$ cat src/rtl/sdram_burst_sched.sv
// Burst scheduler: picks write/read SDRAM bursts from FIFO fill levels,
// walks linear frame addresses with wrap, and ping-pongs frame banks.
module sdram_burst_sched #(
    parameter int unsigned MAX_ADDR      = 307200,
    parameter int unsigned BURST_LEN     = 512,
    parameter int unsigned RD_FIFO_DEPTH = 1024,
    parameter int unsigned ADDR_W        = 24,
    parameter int unsigned LEN_W         = 10
) (
    input  logic              clk,
    input  logic              rst_n,
    input  logic              init_done,
    input  logic              pingpang_en,
    input  logic              wr_load,
    input  logic              rd_load,
    input  logic              rd_enable,
    input  logic [LEN_W:0]    wr_fifo_cnt,
    input  logic [LEN_W:0]    rd_fifo_cnt,
    output logic              sdram_wr_req,
    output logic              sdram_rd_req,
    input  logic              sdram_ack,
    input  logic              sdram_done,
    output logic [ADDR_W-1:0] burst_addr,
    output logic [LEN_W-1:0]  burst_len,
    output logic              wr_bank,
    output logic              rd_bank,
    output logic              frame_wr_done
);

    localparam int unsigned OFF_W = ADDR_W - 1;
    localparam int unsigned CNT_W = LEN_W + 1;
    localparam logic [OFF_W-1:0] MAX_OFF   = OFF_W'(MAX_ADDR);
    localparam logic [OFF_W-1:0] BURST_OFF = OFF_W'(BURST_LEN);
    localparam logic [CNT_W-1:0] RD_DEPTH  = CNT_W'(RD_FIFO_DEPTH);

    typedef enum logic [2:0] {
        IDLE,
        WR_REQ,
        WR_BUSY,
        RD_REQ,
        RD_BUSY
    } state_t;

    state_t           state;
    logic [OFF_W-1:0] wr_off;
    logic [OFF_W-1:0] rd_off;
    logic             wr_pend;
    logic             rd_pend;
    logic             last_wr;     // last grant was a write; reset = read

    logic [OFF_W-1:0] wr_rem_c;
    logic [OFF_W-1:0] rd_rem_c;
    logic [LEN_W-1:0] wr_len_c;
    logic [LEN_W-1:0] rd_len_c;
    logic [OFF_W-1:0] end_off_c;
    logic             wr_elig_c;
    logic             rd_elig_c;
    logic             wr_apply_c;
    logic             rd_apply_c;

    // Burst lengths clipped at frame end, eligibility and burst end offset
    always_comb begin
        wr_rem_c   = MAX_OFF - wr_off;
        rd_rem_c   = MAX_OFF - rd_off;
        wr_len_c   = (wr_rem_c < BURST_OFF) ? LEN_W'(wr_rem_c) : LEN_W'(BURST_LEN);
        rd_len_c   = (rd_rem_c < BURST_OFF) ? LEN_W'(rd_rem_c) : LEN_W'(BURST_LEN);
        wr_elig_c  = (wr_fifo_cnt >= CNT_W'(wr_len_c));
        rd_elig_c  = rd_enable && (rd_fifo_cnt <= (RD_DEPTH - CNT_W'(rd_len_c)));
        wr_apply_c = wr_pend | wr_load;
        rd_apply_c = rd_pend | rd_load;
        end_off_c  = ((state == RD_BUSY) ? rd_off : wr_off) + OFF_W'(burst_len);
    end

    // Scheduler FSM with registered request/address/bank outputs
    always_ff @(posedge clk or negedge rst_n) begin
        if (!rst_n) begin
            state         <= IDLE;
            wr_off        <= '0;
            rd_off        <= '0;
            wr_pend       <= 1'b0;
            rd_pend       <= 1'b0;
            last_wr       <= 1'b0;
            sdram_wr_req  <= 1'b0;
            sdram_rd_req  <= 1'b0;
            burst_addr    <= '0;
            burst_len     <= '0;
            wr_bank       <= 1'b0;
            rd_bank       <= 1'b0;
            frame_wr_done <= 1'b0;
        end else begin
            frame_wr_done <= 1'b0;
            if (wr_load) wr_pend <= 1'b1;
            if (rd_load) rd_pend <= 1'b1;

            case (state)
                IDLE: begin
                    if (wr_apply_c || rd_apply_c) begin
                        // loads win over arbitration for this cycle
                        if (wr_apply_c) begin
                            wr_off  <= '0;
                            wr_bank <= 1'b0;
                            wr_pend <= 1'b0;
                        end
                        if (rd_apply_c) begin
                            rd_off  <= '0;
                            rd_bank <= 1'b0;
                            rd_pend <= 1'b0;
                        end
                    end else if (init_done) begin
                        if (wr_elig_c && (!rd_elig_c || !last_wr)) begin
                            state        <= WR_REQ;
                            sdram_wr_req <= 1'b1;
                            burst_addr   <= {pingpang_en & wr_bank, wr_off};
                            burst_len    <= wr_len_c;
                            last_wr      <= 1'b1;
                        end else if (rd_elig_c) begin
                            state        <= RD_REQ;
                            sdram_rd_req <= 1'b1;
                            burst_addr   <= {pingpang_en & rd_bank, rd_off};
                            burst_len    <= rd_len_c;
                            last_wr      <= 1'b0;
                        end
                    end
                end
                WR_REQ: begin
                    if (sdram_ack) begin
                        sdram_wr_req <= 1'b0;
                        state        <= WR_BUSY;
                    end
                end
                RD_REQ: begin
                    if (sdram_ack) begin
                        sdram_rd_req <= 1'b0;
                        state        <= RD_BUSY;
                    end
                end
                WR_BUSY: begin
                    if (sdram_done) begin
                        state <= IDLE;
                        if (end_off_c == MAX_OFF) begin
                            wr_off        <= '0;
                            frame_wr_done <= 1'b1;
                            if (pingpang_en) wr_bank <= ~wr_bank;
                        end else begin
                            wr_off <= end_off_c;
                        end
                    end
                end
                RD_BUSY: begin
                    if (sdram_done) begin
                        state <= IDLE;
                        if (end_off_c == MAX_OFF) begin
                            rd_off <= '0;
                            // follow the frame the writer has just finished
                            if (pingpang_en) rd_bank <= ~wr_bank;
                        end else begin
                            rd_off <= end_off_c;
                        end
                    end
                end
                default: state <= IDLE;
            endcase

            if (!pingpang_en) begin
                wr_bank <= 1'b0;
                rd_bank <= 1'b0;
            end
        end
    end

endmodule

$ cat config.mk
export PLATFORM = sky130hd
export DESIGN_NAME = sdram_burst_sched
export DESIGN_NICKNAME = d
export VERILOG_FILES = /design/src/rtl/sdram_burst_sched.sv
export SDC_FILE = /design/constraint.sdc
export NUM_CORES = 1
export LEC_CHECK = 0
export ABC_AREA = 1
export CAP_MARGIN = 5
export CORE_AREA = 2 2 133 135
export DETAILED_ROUTE_END_ITERATION = 8
export DIE_AREA = 0 0 135 137
export RECOVER_POWER = 50
export SYNTH_ARGS = -nofsm -noshare
export SYNTH_HDL_FRONTEND = slang
export SYNTH_SLANG_ARGS = --single-unit
$ cat constraint.sdc
create_clock -name clk -period 4.8 [get_ports clk]
set_input_delay 0.96 -clock clk [delete_from_list [all_inputs] [get_ports clk]]
set_output_delay 0.96 -clock clk [all_outputs]
set_load 0.05 [all_outputs]
Yosys cells after proc, flatten, opt, wreduce, memory -nomap -nowiden
Index checks and enable logic that the tools add are counted.
W data, S select, Z words.
{ "word_totals": {"output_inout_bits": 39, "register_bits": 91, "word_cells": 132} }
{ "op_classes": {"n_eq_ne": 28, "n_mux": 56, "n_bitwise": 6, "n_addsub": 4, "n_reduce_logical": 21, "n_lt_le_gt_ge": 4} }
{ "op_table": {"columns": ["operator", "n"], "rows": [
  ["$mux W23", 7],
  ["$pmux W23 S2", 2],
  ["$mux W24", 2],
  ["$lt A23 B10 Y1 const B", 2],
  ["$sub A19 B23 Y23 const A", 2],
  ["$mux W10", 4],
  ["$mux W1", 29],
  ["$ne A2 B2 Y1 const B", 12],
  ["$add A23 B10 Y23", 1],
  ["$eq A23 B19 Y1 const B", 1],
  ["$mux W3", 7],
  ["$ne A3 B3 Y1 const B", 7],
  ["$reduce_and A5 Y1", 3],
  ["$pmux W3 S4", 1],
  ["$reduce_and A4 Y1", 3],
  ["$reduce_and A6 Y1", 2],
  ["$ge A11 B10 Y1", 1],
  ["$le A11 B11 Y1", 1],
  ["$sub A11 B10 Y11 const A", 1],
  ["$reduce_bool A2 Y1", 5],
  ["$pmux W1 S2", 4],
  ["$eq A3 B2 Y1 const B", 2],
  ["$ne A3 B1 Y1 const B", 2],
  ["$eq A3 B1 Y1 const B", 1],
  ["other kinds (11)", 17]
]} }

Logic depth before layout (Yosys ltp)
Gate-level depths: netlist of the first run.
{ "depth": {"word_depth": 13, "mapped_depth": 37, "mapped_depth_nobuf": 35} }

Worst setup path before layout of the first run
OpenSTA, ideal clock, no wires.
{ "synth_timing": {"kind": "register to register", "start": "reg rd_off[0]", "end": "reg burst_addr[7]", "arrival_ns": 4.258, "n_path_buf": 2, "synth_period_minus_slack_ns": 4.385, "setup_ns": 0.127, "path_stages_with_launch": 33, "slack_ns": 0.415, "path_cell_list": "dfrtp_1 -> inv_1 -> ha_1 -> nand3_1 -> nor2_1 -> nand2_1 -> nand2_1 -> nand2_1 -> nand2_1 -> nand2_1 -> nor2_1 -> nand4_1 -> nor2_4 -> inv_1 -> nor2_1 -> inv_1 -> ha_1 -> inv_1 -> nor2_1 -> nand3_1 -> nand2_1 -> ha_1 -> nand2_1 -> nor4_1 -> nand4_1 -> a21boi_0 -> nor2_1 -> nor2_1 -> inv_1 -> buf_2 -> clkbuf_1 -> nand2_1 -> o21ai_0"} }
{ "synth_between": {"elab_chain_len": 11, "elab_cells_between_ends": 12, "cone_classes": "add/sub: 2; order compare: 2; mux: 2; reduce/logical: 6"} }
{ "synth_rtl": {"columns": ["element", "line", "text"], "rows": [
  ["start: declaration", "46", "logic [OFF_W-1:0] rd_off;"],
  ["start signal: assignment", "157", "rd_off <= end_off_c;"],
  ["$sub A19 B23 Y23 *", "64", "rd_rem_c = MAX_OFF - rd_off;"],
  ["$lt A23 B10 Y1", "66", "rd_len_c = (rd_rem_c < BURST_OFF) ? LEN_W'(rd_rem_c) : LEN_W'(BURST_LEN);"],
  ["$mux W10 *", "66", null],
  ["$sub A11 B10 Y11 *", "68", "rd_elig_c = rd_enable && (rd_fifo_cnt <= (RD_DEPTH - CNT_W'(rd_len_c)));"],
  ["$le A11 B11 Y1 *", "68", null],
  ["$logic_and A1 B1 Y1 *", "68", null],
  ["$logic_not A1 Y1", "110", "if (wr_elig_c && (!rd_elig_c || !last_wr)) begin"],
  ["$logic_or A1 B1 Y1", "110", null],
  ["$logic_and A1 B1 Y1", "110", null],
  ["$reduce_bool A2 Y1 (no line)", null, null],
  ["$reduce_and A4 Y1 (no line)", null, null],
  ["end signal: assignment", "113", "burst_addr <= {pingpang_en & wr_bank, wr_off};"],
  ["end signal: assignment", "119", "burst_addr <= {pingpang_en & rd_bank, rd_off};"],
  ["end: declaration", "23", "output logic [ADDR_W-1:0] burst_addr,"]
]} }
Every way passes the cells marked *; elsewhere a longest branch is shown, timed or not.
A chain may end at the register's enable or synchronous reset.

Final worst setup path of the first run
{ "layout_timing": {"start": "reg rd_off[0]", "end": "reg burst_len[5]"} }
{ "layout_between": {"elab_chain_len": 11, "elab_cells_between_ends": 13, "cone_classes": "add/sub: 2; order compare: 2; mux: 3; reduce/logical: 6"} }
{ "layout_rtl": {"columns": ["element", "line", "text"], "rows": [
  ["$sub A19 B23 Y23 *", "64", null],
  ["$lt A23 B10 Y1", "66", null],
  ["$mux W10 *", "66", null],
  ["$sub A11 B10 Y11", "68", null],
  ["$le A11 B11 Y1", "68", null],
  ["$logic_and A1 B1 Y1", "68", null],
  ["$logic_not A1 Y1", "110", null],
  ["$logic_or A1 B1 Y1", "110", null],
  ["$logic_and A1 B1 Y1", "110", null],
  ["$reduce_bool A2 Y1 (no line)", null, null],
  ["$reduce_and A4 Y1 (no line)", null, null],
  ["end signal: assignment", "114", "burst_len <= wr_len_c;"],
  ["end signal: assignment", "120", "burst_len <= rd_len_c;"],
  ["end: declaration", "24", "output logic [LEN_W-1:0] burst_len,"]
]} }
Every way passes the cells marked *; elsewhere a longest branch is shown, timed or not. The select of a mux whose other input is x is not followed.

==> out/metrics.json, run 1 <==
{
  "area_delta_synth_final_pct": 19.4,
  "min_path_type": "flip-flop to flip-flop",
  "grt_pass1_vias": 7472,
  "htree_num_levels": 3,
  "worst-endpoint-arrival_ns": 4.71,
  "run_status": "finished, violations left",
  "drive_above_1_share_pct": 8.84,
  "postSynthCellCount": 1175,
  "routed_wirelength_um": 25800,
  "cp_max_fo": 40,
  "grtUsageTotal_pct": 28.9,
  "worst_setup_ep": "burst_len[5]$_DFFE_PN0P_",
  "ir_drop_v": 0.000362,
  "drt_pass1_iterations": 5,
  "pin_count": 70,
  "synth_async_sr_flop_share_pct": 100,
  "fmax_ghz": 0.227,
  "met3_usage_pct": 4.56,
  "clk-insertion-delay-late_ns": 0.36,
  "violations": "max-capacitance violations, max-slew violations",
  "maximum_number_of_pins_on_one_net_before_global_route_repair": 66,
  "path_delay_family": "simple AND/OR/NAND/NOR gates",
  "reg2reg_slack_ns": 0.39,
  "skew_ns": 0.00939,
  "io_buffer_count": 69,
  "worst_setup_path_start_kind": "flip-flop",
  "net_total_in_the_final_layout": 1317,
  "max_cap_viol_count": 2,
  "tritoncts.num_buffers": 9,
  "worst-r2r-cell-count": 32,
  "final_cell_area_um2": 9030,
  "antenna_found_initial": 0,
  "final_max_slew_viol_count": 94,
  "start_util_pct": 44.4,
  "syn_nets": 1241,
  "finalHoldWorstSlack_ns": 0.479,
  "dpl.hpwl_um": 20300,
  "final_hold_violating_endpoints": 0,
  "vertical_die_dimension_um": 137,
  "slew_headroom_pct": -9.84,
  "clock_sinks": 91,
  "kind_of_critical_path": "flip-flop to flip-flop",
  "dieWidth_um": 135,
  "synth.cell_area_um2": 7570,
  "grt_pass1_wl_um": 41000,
  "synth-warning-count": 0,
  "area_of_the_die_um2": 18500,
  "std_cell_rows": 48,
  "endpoint_kind": "flip-flop",
  "crit_path_top_delay_cell": "sky130_fd_sc_hd__dfrtp_1",
  "synth_seq_area_share_pct": 30.1,
  "dr_total_vias": 8150,
  "grtUsageMet2_pct": 42.0,
  "hold_buffers": 0,
  "synth.lib_cells_used.distinct": 49,
  "final_core_utilization_pct": 53.0,
  "clockBufferDepth": 2,
  "diodes": 0,
  "synth_top_flop_cell": "sky130_fd_sc_hd__dfrtp_1",
  "synth_edf_count": 0,
  "number_of_fillers_in_the_final_layout": 1796,
  "number_of_buffer_and_inverter_stages_on_the_critical_path": 8,
  "critPathMostFrequentCell": "sky130_fd_sc_hd__nand2_1",
  "wire_per_inst_um": 17.4,
  "postSynthAreaPerCell_um2": 6.44,
  "ys_seq_elements": 91,
  "design.core.area_um2": 17100,
  "globalRouteOverflowTotal": 0,
  "worst_path_largest_cell_delay_ns": 0.41,
  "finalCriticalPeriod_ns": 4.41,
  "cellLeakagePower_nw": 4.45,
  "vias_per_inst": 5.50,
  "timing.rr.start": "rd_off[0]$_DFFE_PN0P_",
  "cts-root-buf": "sky130_fd_sc_hd__clkbuf_16",
  "worst_setup_path_startpoint": "rd_off[0]$_DFFE_PN0P_",
  "required_ns": 5.10,
  "placement.cell_area_um2": 8640,
  "power_density_over_the_cells_nw_per_um2": 335,
  "drt.antenna.violating_nets": 0,
  "clk_slew_on_worst_s_h_paths_ns": 0.07,
  "finalCritPeriodShare_pct": 91.9,
  "tritoncts_clock_tree": "yes",
  "finalSetupViolCount": 0,
  "post-route-drc-count": 0,
  "met1_usage_pct": 44.3,
  "worstSetupPathDepth": 32,
  "gr-max-usage-layer": "met1",
  "regToRegEndpoint": "burst_len[5]$_DFFE_PN0P_",
  "timing_worst_slew_pin_value_ns": 1.65,
  "drt_iter0_drc": 799,
  "gp_routability_congestion": 0.954
}
==> layout by cell type, fill, tap and decap left out, drive strengths merged, types with 2 or more instances in the layout <==
cell type	count
ha	34
or2	3
nand2	344
a31oi	2
clkinv	3
a211oi	2
clkdlybuf4s50	50
inv	139
clkbuf	12
nor2	170
o2111ai	2
nand4	38
dfrtp	91
o21ai	106
nand3b	7
buf	26
nor4	2
dlygate4sd3	18
xor2	19
a21oi	19
o22ai	48
nor3	11
xnor2	5
o31ai	2
nand3	88
clkinvlp	2
==> synthesized netlist by cell type (4+ instances only) <==
master                     instances  area share [%]
sky130_fd_sc_hd__a21oi_1          19             1.3
sky130_fd_sc_hd__clkbuf_1         23             1.1
sky130_fd_sc_hd__nand4_1          38             3.1
sky130_fd_sc_hd__dfrtp_1          91              30
sky130_fd_sc_hd__nand3_1          88             5.8
sky130_fd_sc_hd__nor2_4            4            0.60
sky130_fd_sc_hd__inv_1           132             6.5
sky130_fd_sc_hd__o22ai_1          48             4.0
sky130_fd_sc_hd__o21ai_1          16             1.1
sky130_fd_sc_hd__nand3b_1          7            0.69
sky130_fd_sc_hd__nand2_1         331              16
sky130_fd_sc_hd__nand2_2          12            0.99
sky130_fd_sc_hd__xor2_1           18             2.1
sky130_fd_sc_hd__nor3_1           10            0.66
sky130_fd_sc_hd__nor2_2            8            0.66
sky130_fd_sc_hd__xnor2_1           5            0.58
sky130_fd_sc_hd__ha_1             34             5.6
sky130_fd_sc_hd__inv_2             5            0.25
sky130_fd_sc_hd__o21ai_2           7            0.81
sky130_fd_sc_hd__nor2_1          158             7.8
sky130_fd_sc_hd__o21ai_0          81             5.4
sky130_fd_sc_hd__buf_2             5            0.33
==> area by class of cell <==
class                   count  area (um2)  area share [%]
repair buffers             96         947            10.5
inverters                 139         523            5.79
multi-input cells         914        4700            52.0
clock inverters             6        73.8           0.817
flip-flops and latches     91        2280            25.3
well taps                 225         282            3.12
clock buffers              10         229            2.53
==> worst min-delay path by stage <==
stage                              startpoint                         to  slack [ns]  depth (start not counted)
floorplan                 last_wr$_DFFE_PN0P_        last_wr$_DFFE_PN0P_        0.45                          2
global placement    burst_addr[0]$_DFFE_PN0P_  burst_addr[0]$_DFFE_PN0P_        0.47                          2
detailed placement  burst_addr[3]$_DFFE_PN0P_  burst_addr[3]$_DFFE_PN0P_        0.47                          2
CTS                 burst_addr[3]$_DFFE_PN0P_  burst_addr[3]$_DFFE_PN0P_        0.49                          2
global route        burst_addr[4]$_DFFE_PN0P_  burst_addr[4]$_DFFE_PN0P_        0.51                          2
finish              burst_addr[3]$_DFFE_PN0P_  burst_addr[3]$_DFFE_PN0P_        0.48                          2
==> power by group <==
| group | switching, mW | total [mW] | leakage (nW) | internal (mW) |
|---|---|---|---|---|
| logic | 0.905 | 1.29 | 3.07 | 0.384 |
| registers | 0.0850 | 0.967 | 1.24 | 0.882 |
| clock network | 0.360 | 0.772 | 0.141 | 0.412 |
==> worst reg2reg max path: cells and delay by family, from the launching register on <==
kind	cells	cell delay (ns)
AND/OR/NAND/NOR	21	2.32
AO/OA/AOI/OAI	1	0.16
adder cells (fa/ha/maj)	2	0.49
buffers and inverters	8	0.97
flip-flops	1	0.41
==> kinds of logic after synthesis <==
logic type      share of synthesized area, %
flops                                   30.1
compound gates                          14.5
fa+ha+maj                               5.89
buf+inv                                 8.83
xor+xnor                                2.88
simple gates                            37.8
==> registers in the layout, indices dropped and copies added, names as in the netlist <==
| signal | cells |
|---|---|
| wr_off | 23 |
| frame_wr_done | 1 |
| wr_bank | 1 |
| state | 3 |
| sdram_rd_req | 1 |
| last_wr | 1 |
| rd_pend | 1 |
| rd_bank | 1 |
| burst_len | 10 |
| rd_off | 23 |
| burst_addr | 24 |
| sdram_wr_req | 1 |
| wr_pend | 1 |
==> repair_timing <==
action	in CTS	in global routing
gates resized for setup	0	28
buffers inserted	0	3
endpoints found under the hold margin	0	0
setup endpoints to repair	0	40
==> per-layer routing <==
metal	wire length, um	vias to the layer above
li1	-	4037
met1	12300	3774
met2	10900	308
met3	2100	31
met4	465	0
met5	0	-
==> per-stage QoR <==
stage	instances	worst slack [ns]	TNS [ns]	total power [mW]
6_report	1481	0.390	0	3.03
2_1_floorplan	1175	0.415	0	1.82
3_3_place_gp	1462	0.228	0	2.28
5_1_grt	1481	-0.0535	-0.552	3.18
4_1_cts	1478	0.104	0	3.04
3_5_place_dp	1462	0.138	0	2.28
Power figures use the tool's default switching activity.
==> inputs of run 2 (changes only) <==
--- a/config.mk
+++ b/config.mk
@@ -7,10 +7,11 @@
 export LEC_CHECK = 0
 export ABC_AREA = 1
 export CAP_MARGIN = 5
-export CORE_AREA = 2 2 133 135
+export CORE_AREA = 2 2 124 126
 export DETAILED_ROUTE_END_ITERATION = 8
-export DIE_AREA = 0 0 135 137
-export RECOVER_POWER = 50
+export DIE_AREA = 0 0 126 128
+export PLACE_DENSITY = 0.72
+export SLEW_MARGIN = 20
 export SYNTH_ARGS = -nofsm -noshare
 export SYNTH_HDL_FRONTEND = slang
 export SYNTH_SLANG_ARGS = --single-unit
==> run 2 against run 1 <==
The run now ends clean. Flip-flop and latch count stayed put. Core utilization is 8.4 points higher. Clock power is 13% higher. Cell count is 2.2% lower. Worst hold slack better by 0.0039 ns. Register-to-register slack hardly changed. Final area is 0.91% higher. Global-route usage is 2.5 points higher. Critical path type unchanged. Largest cell class unchanged.
==> out/metrics.json, run 2 (same netlist as run 1, synthesis figures left out) <==
{
  "run_status": "completed",
  "timing.rr.start": "rd_off[0]$_DFFE_PN0P_",
  "dieWidth": {"value": 126, "unit": "um", "change": "-6.7%"},
  "worst-r2r-cell-count": {"value": 31, "change": "-3.1%"},
  "finalCriticalPeriod": {"value": 4.42, "unit": "ns", "change": "+0.0119 ns"},
  "grtUsageTotal": {"value": 31.4, "unit": "%", "change": "+2.5 points"},
  "gr-max-usage-layer": "met1",
  "most_common_cell_after_layout_fill_and_taps_aside": "sky130_fd_sc_hd__nand2_1",
  "place_inst": {"value": 1421, "change": "-2.8%"},
  "worst_hold_path.endpoint": "burst_addr[3]$_DFFE_PN0P_",
  "required": {"value": 5.04, "unit": "ns", "change": "-0.06 ns"},
  "kind_of_critical_path": "flip-flop to flip-flop",
  "std_cell_rows": {"value": 45, "change": "-6.3%"},
  "worst_path_largest_cell_delay": {"value": 0.42, "unit": "ns", "change": "about the same"},
  "final_hold_violating_endpoints": {"value": 0, "change": "unchanged"},
  "pin_count": {"value": 70, "change": "unchanged"},
  "dr_total_vias": {"value": 8265, "change": "+1.4%"},
  "final_core_utilization": {"value": 61.3, "unit": "%", "change": "+8.4 points"},
  "switching_share": {"value": 42.5, "unit": "%", "change": "-2.1 points"},
  "biggestRegsByFlops": "burst_addr x24, rd_off x23, wr_off x23",
  "grt_pass1_wl": {"value": 39800, "unit": "um", "change": "-2.8%"},
  "antenna_found_initial": {"value": 0, "change": "unchanged"},
  "design.core.area": {"value": 14900, "unit": "um2", "change": "-13%"},
  "tritoncts_clock_tree": "yes",
  "diodes": {"value": 0, "change": "unchanged"},
  "finalWorstSetupSlack": {"value": 0.378, "unit": "ns", "change": "-0.0119 ns"},
  "start_util": {"value": 50.9, "unit": "%", "change": "+6.5 points"},
  "final_cell_area": {"value": 9120, "unit": "um2", "change": "+0.91%"},
  "top_register": "burst_addr",
  "maximum_number_of_pins_on_one_net_before_global_route_repair": {"value": 48, "change": "-27%"},
  "worst_setup_path_start_kind": "flip-flop",
  "endpoint_kind": "flip-flop",
  "share_comb_of_total_power": {"value": 41.5, "unit": "%", "change": "-1.1 points"},
  "globalRouteOverflowTotal": {"value": 0, "change": "unchanged"},
  "cts-root-buf": "sky130_fd_sc_hd__clkbuf_16",
  "slew_headroom": {"value": 28.4, "unit": "%", "change": "+38 points"},
  "cellLeakagePower": {"value": 4.47, "unit": "nW", "change": "+0.50%"},
  "worst_hold_startpoint": "burst_addr[3]$_DFFE_PN0P_",
  "relative_contribution_of_the_clock_network_to_total_power": {"value": 27.7, "unit": "%", "change": "+2.2 points"},
  "layoutNonFillerInstCount": {"value": 1449, "change": "-2.2%"},
  "min_path_type": "flip-flop to flip-flop",
  "max_cap_viol_count": {"value": 0, "change": "-2"},
  "clk-insertion-delay-late": {"value": 0.36, "unit": "ns", "change": "about the same"},
  "fmax": {"value": 0.226, "unit": "GHz", "change": "-0.27%"},
  "sequentialPowerShare": {"value": 30.8, "unit": "%", "change": "-1.1 points"},
  "timing_worst_slew_pin_value": {"value": 1.07, "unit": "ns", "change": "-0.577 ns"},
  "grt_pass1_vias": {"value": 7528, "change": "+0.75%"},
  "met1_usage": {"value": 47.6, "unit": "%", "change": "+3.3 points"},
  "reg2reg_slack": {"value": 0.38, "unit": "ns", "change": "about the same"},
  "routed_wirelength": {"value": 25200, "unit": "um", "change": "-2.4%"},
  "gp_routability_congestion": {"value": 1.02, "change": "+7.2%"},
  "met3_usage": {"value": 4.84, "unit": "%", "change": "+0.29 points"},
  "finalHoldWorstSlack": {"value": 0.483, "unit": "ns", "change": "+0.00387 ns"},
  "grtUsageMet2": {"value": 46.0, "unit": "%", "change": "+4.0 points"},
  "wire_per_inst": {"value": 17.4, "unit": "um", "change": "-0.26%"},
  "largest_register_ffs": {"value": 24, "change": "unchanged"},
  "finalSetupViolCount": {"value": 0, "change": "unchanged"},
  "io_buffer_count": {"value": 69, "change": "unchanged"},
  "total_switching_power": {"value": 1.34, "unit": "mW", "change": "-0.63%"},
  "area_of_the_die": {"value": 16100, "unit": "um2", "change": "-13%"},
  "crit_path_top_delay_cell": "sky130_fd_sc_hd__dfrtp_1",
  "drt.antenna.violating_nets": {"value": 0, "change": "unchanged"},
  "path_delay_family": "simple AND/OR/NAND/NOR gates",
  "power_density_over_the_cells": {"value": 346, "unit": "nW/um2", "change": "+3.3%"},
  "drive_above_1_share": {"value": 10.2, "unit": "%", "change": "+1.3 points"},
  "skew": {"value": 0.00948, "unit": "ns", "change": "+0.0000958 ns"},
  "number_of_buffer_and_inverter_stages_on_the_critical_path": {"value": 9, "change": "+1"},
  "layout.cells.most_common_list": "sky130_fd_sc_hd__nand2_1 (330), sky130_fd_sc_hd__nor2_1 (141), sky130_fd_sc_hd__inv_1 (127), sky130_fd_sc_hd__nand3_1 (85), sky130_fd_sc_hd__dfrtp_1 (85)",
  "vertical_die_dimension": {"value": 128, "unit": "um", "change": "-6.6%"},
  "worst-endpoint-arrival": {"value": 4.66, "unit": "ns", "change": "-0.05 ns"},
  "hold_path_depth": {"value": 2, "change": "unchanged"},
  "clock_sinks": {"value": 91, "change": "unchanged"},
  "clockBufferDepth": {"value": 2, "change": "unchanged"},
  "internal_power": {"value": 1.82, "unit": "mW", "change": "+8.3%"},
  "net_total_in_the_final_layout": {"value": 1322, "change": "+0.38%"},
  "regToRegEndpoint": "burst_addr[1]$_DFFE_PN0P_",
  "ir_drop": {"value": 0.000264, "unit": "V", "change": "-27%"},
  "critPathMostFrequentCell": "sky130_fd_sc_hd__nand2_1",
  "tritoncts.num_buffers": {"value": 9, "change": "unchanged"},
  "dpl.hpwl": {"value": 19500, "unit": "um", "change": "-4.0%"},
  "drt_iter0_drc": {"value": 1019, "change": "+28%"},
  "placement.cell_area": {"value": 8520, "unit": "um2", "change": "-1.3%"},
  "cp_max_fo": {"value": 15, "change": "-63%"},
  "place_ws": {"value": -0.0206, "unit": "ns", "change": "-0.159 ns"},
  "vias_per_inst": {"value": 5.70, "change": "+3.7%"},
  "post-route-drc-count": {"value": 0, "change": "unchanged"},
  "drt_pass1_iterations": {"value": 6, "change": "+1"},
  "final_max_slew_viol_count": {"value": 0, "change": "-100%"},
  "htree_num_levels": {"value": 3, "change": "unchanged"},
  "clk_slew_on_worst_s_h_paths": {"value": 0.07, "unit": "ns", "change": "about the same"},
  "area_delta_synth_final_pct": 20.5,
  "finalCritPeriodShare": {"value": 92.1, "unit": "%", "change": "+0.25 points"}
}
[run 2: cell count changes in the layout (fill, tap and decap cells not counted), moves of 3 or more]
cell and change:
sky130_fd_sc_hd__buf_12 -3, sky130_fd_sc_hd__buf_4 +8, sky130_fd_sc_hd__clkdlybuf4s50_1 +18, sky130_fd_sc_hd__dlygate4sd3_1 -18
sky130_fd_sc_hd__inv_1 -4, sky130_fd_sc_hd__inv_2 +3, sky130_fd_sc_hd__nor2_1 -3, sky130_fd_sc_hd__nor2_4 +3
[run 2: worst max path at each step]
stage | startpoint | endpoint | slack, ns | depth (start not counted)
after floorplan | rd_off[0]$_DFFE_PN0P_ | burst_addr[7]$_DFFE_PN0P_ | 0.42 | 32
after global routing | rd_off[9]$_DFFE_PN0P_ | burst_addr[16]$_DFFE_PN0P_ | -0.03 | 30
after global placement | rd_off[15]$_DFFE_PN0P_ | burst_addr[16]$_DFFE_PN0P_ | 0.14 | 31
after CTS | rd_off[15]$_DFFE_PN0P_ | burst_addr[6]$_DFFE_PN0P_ | 0.04 | 31
after detailed placement | rd_off[15]$_DFFE_PN0P_ | burst_addr[6]$_DFFE_PN0P_ | -0.02 | 31
final | rd_off[0]$_DFFE_PN0P_ | burst_addr[1]$_DFFE_PN0P_ | 0.38 | 31
[run 2: worst register-to-register path, delay by kind of cell (launching register included)]
family                   cells  cell delay (ns)
AND/OR/NAND/NOR             18             2.12
buffers and inverters        9             0.99
adder cells (fa/ha/maj)      2             0.50
flip-flops                   1             0.42
AO/OA/AOI/OAI                2             0.26
[run 2: cell type report]
cell class / instances / area (um2)
Timing Repair Buffer: 101 / 975
Fill cell: 1431 / 5750
Clock buffer: 10 / 239
Tap cell: 188 / 235
Inverter: 139 / 526
Clock inverter: 6 / 119
Sequential cell: 91 / 2280
Multi-Input combinational cell: 914 / 4740
[run 2: timing repair]
item	4_1_cts	5_1_grt
setup endpoints to repair	19	40
gates resized for setup	1	45
hold buffers	0	0
buffers inserted	0	11
gates cloned	0	1
pin swaps	0	4
[run 2: per-stage QoR]
step / total power [mW] / TNS [ns]
final: 3.16 / 0
after global routing: 3.31 / -0.158
after CTS: 3.14 / 0
after detailed placement: 2.27 / -0.0323
after global placement: 2.26 / 0
after floorplan: 1.82 / 0
[run 2: layer usage]
metal	part of all wire [%]	vias to the layer above
met5	0	-
met4	2.7	0
met3	8.8	40
met2	42	399
met1	47	3781
li1	-	4045
[run 2: power by group through the flow]
| stage | Sequential (mW) | Combinational [mW] | Clock, mW |
|---|---|---|---|
| after floorplan | 1.28 | 0.537 | 0 |
| after global placement | 0.985 | 1.27 | 0 |
| after detailed placement | 0.984 | 1.29 | 0 |
| after CTS | 0.973 | 1.29 | 0.879 |
| after global routing | 0.985 | 1.42 | 0.905 |
| final | 0.973 | 1.31 | 0.875 |
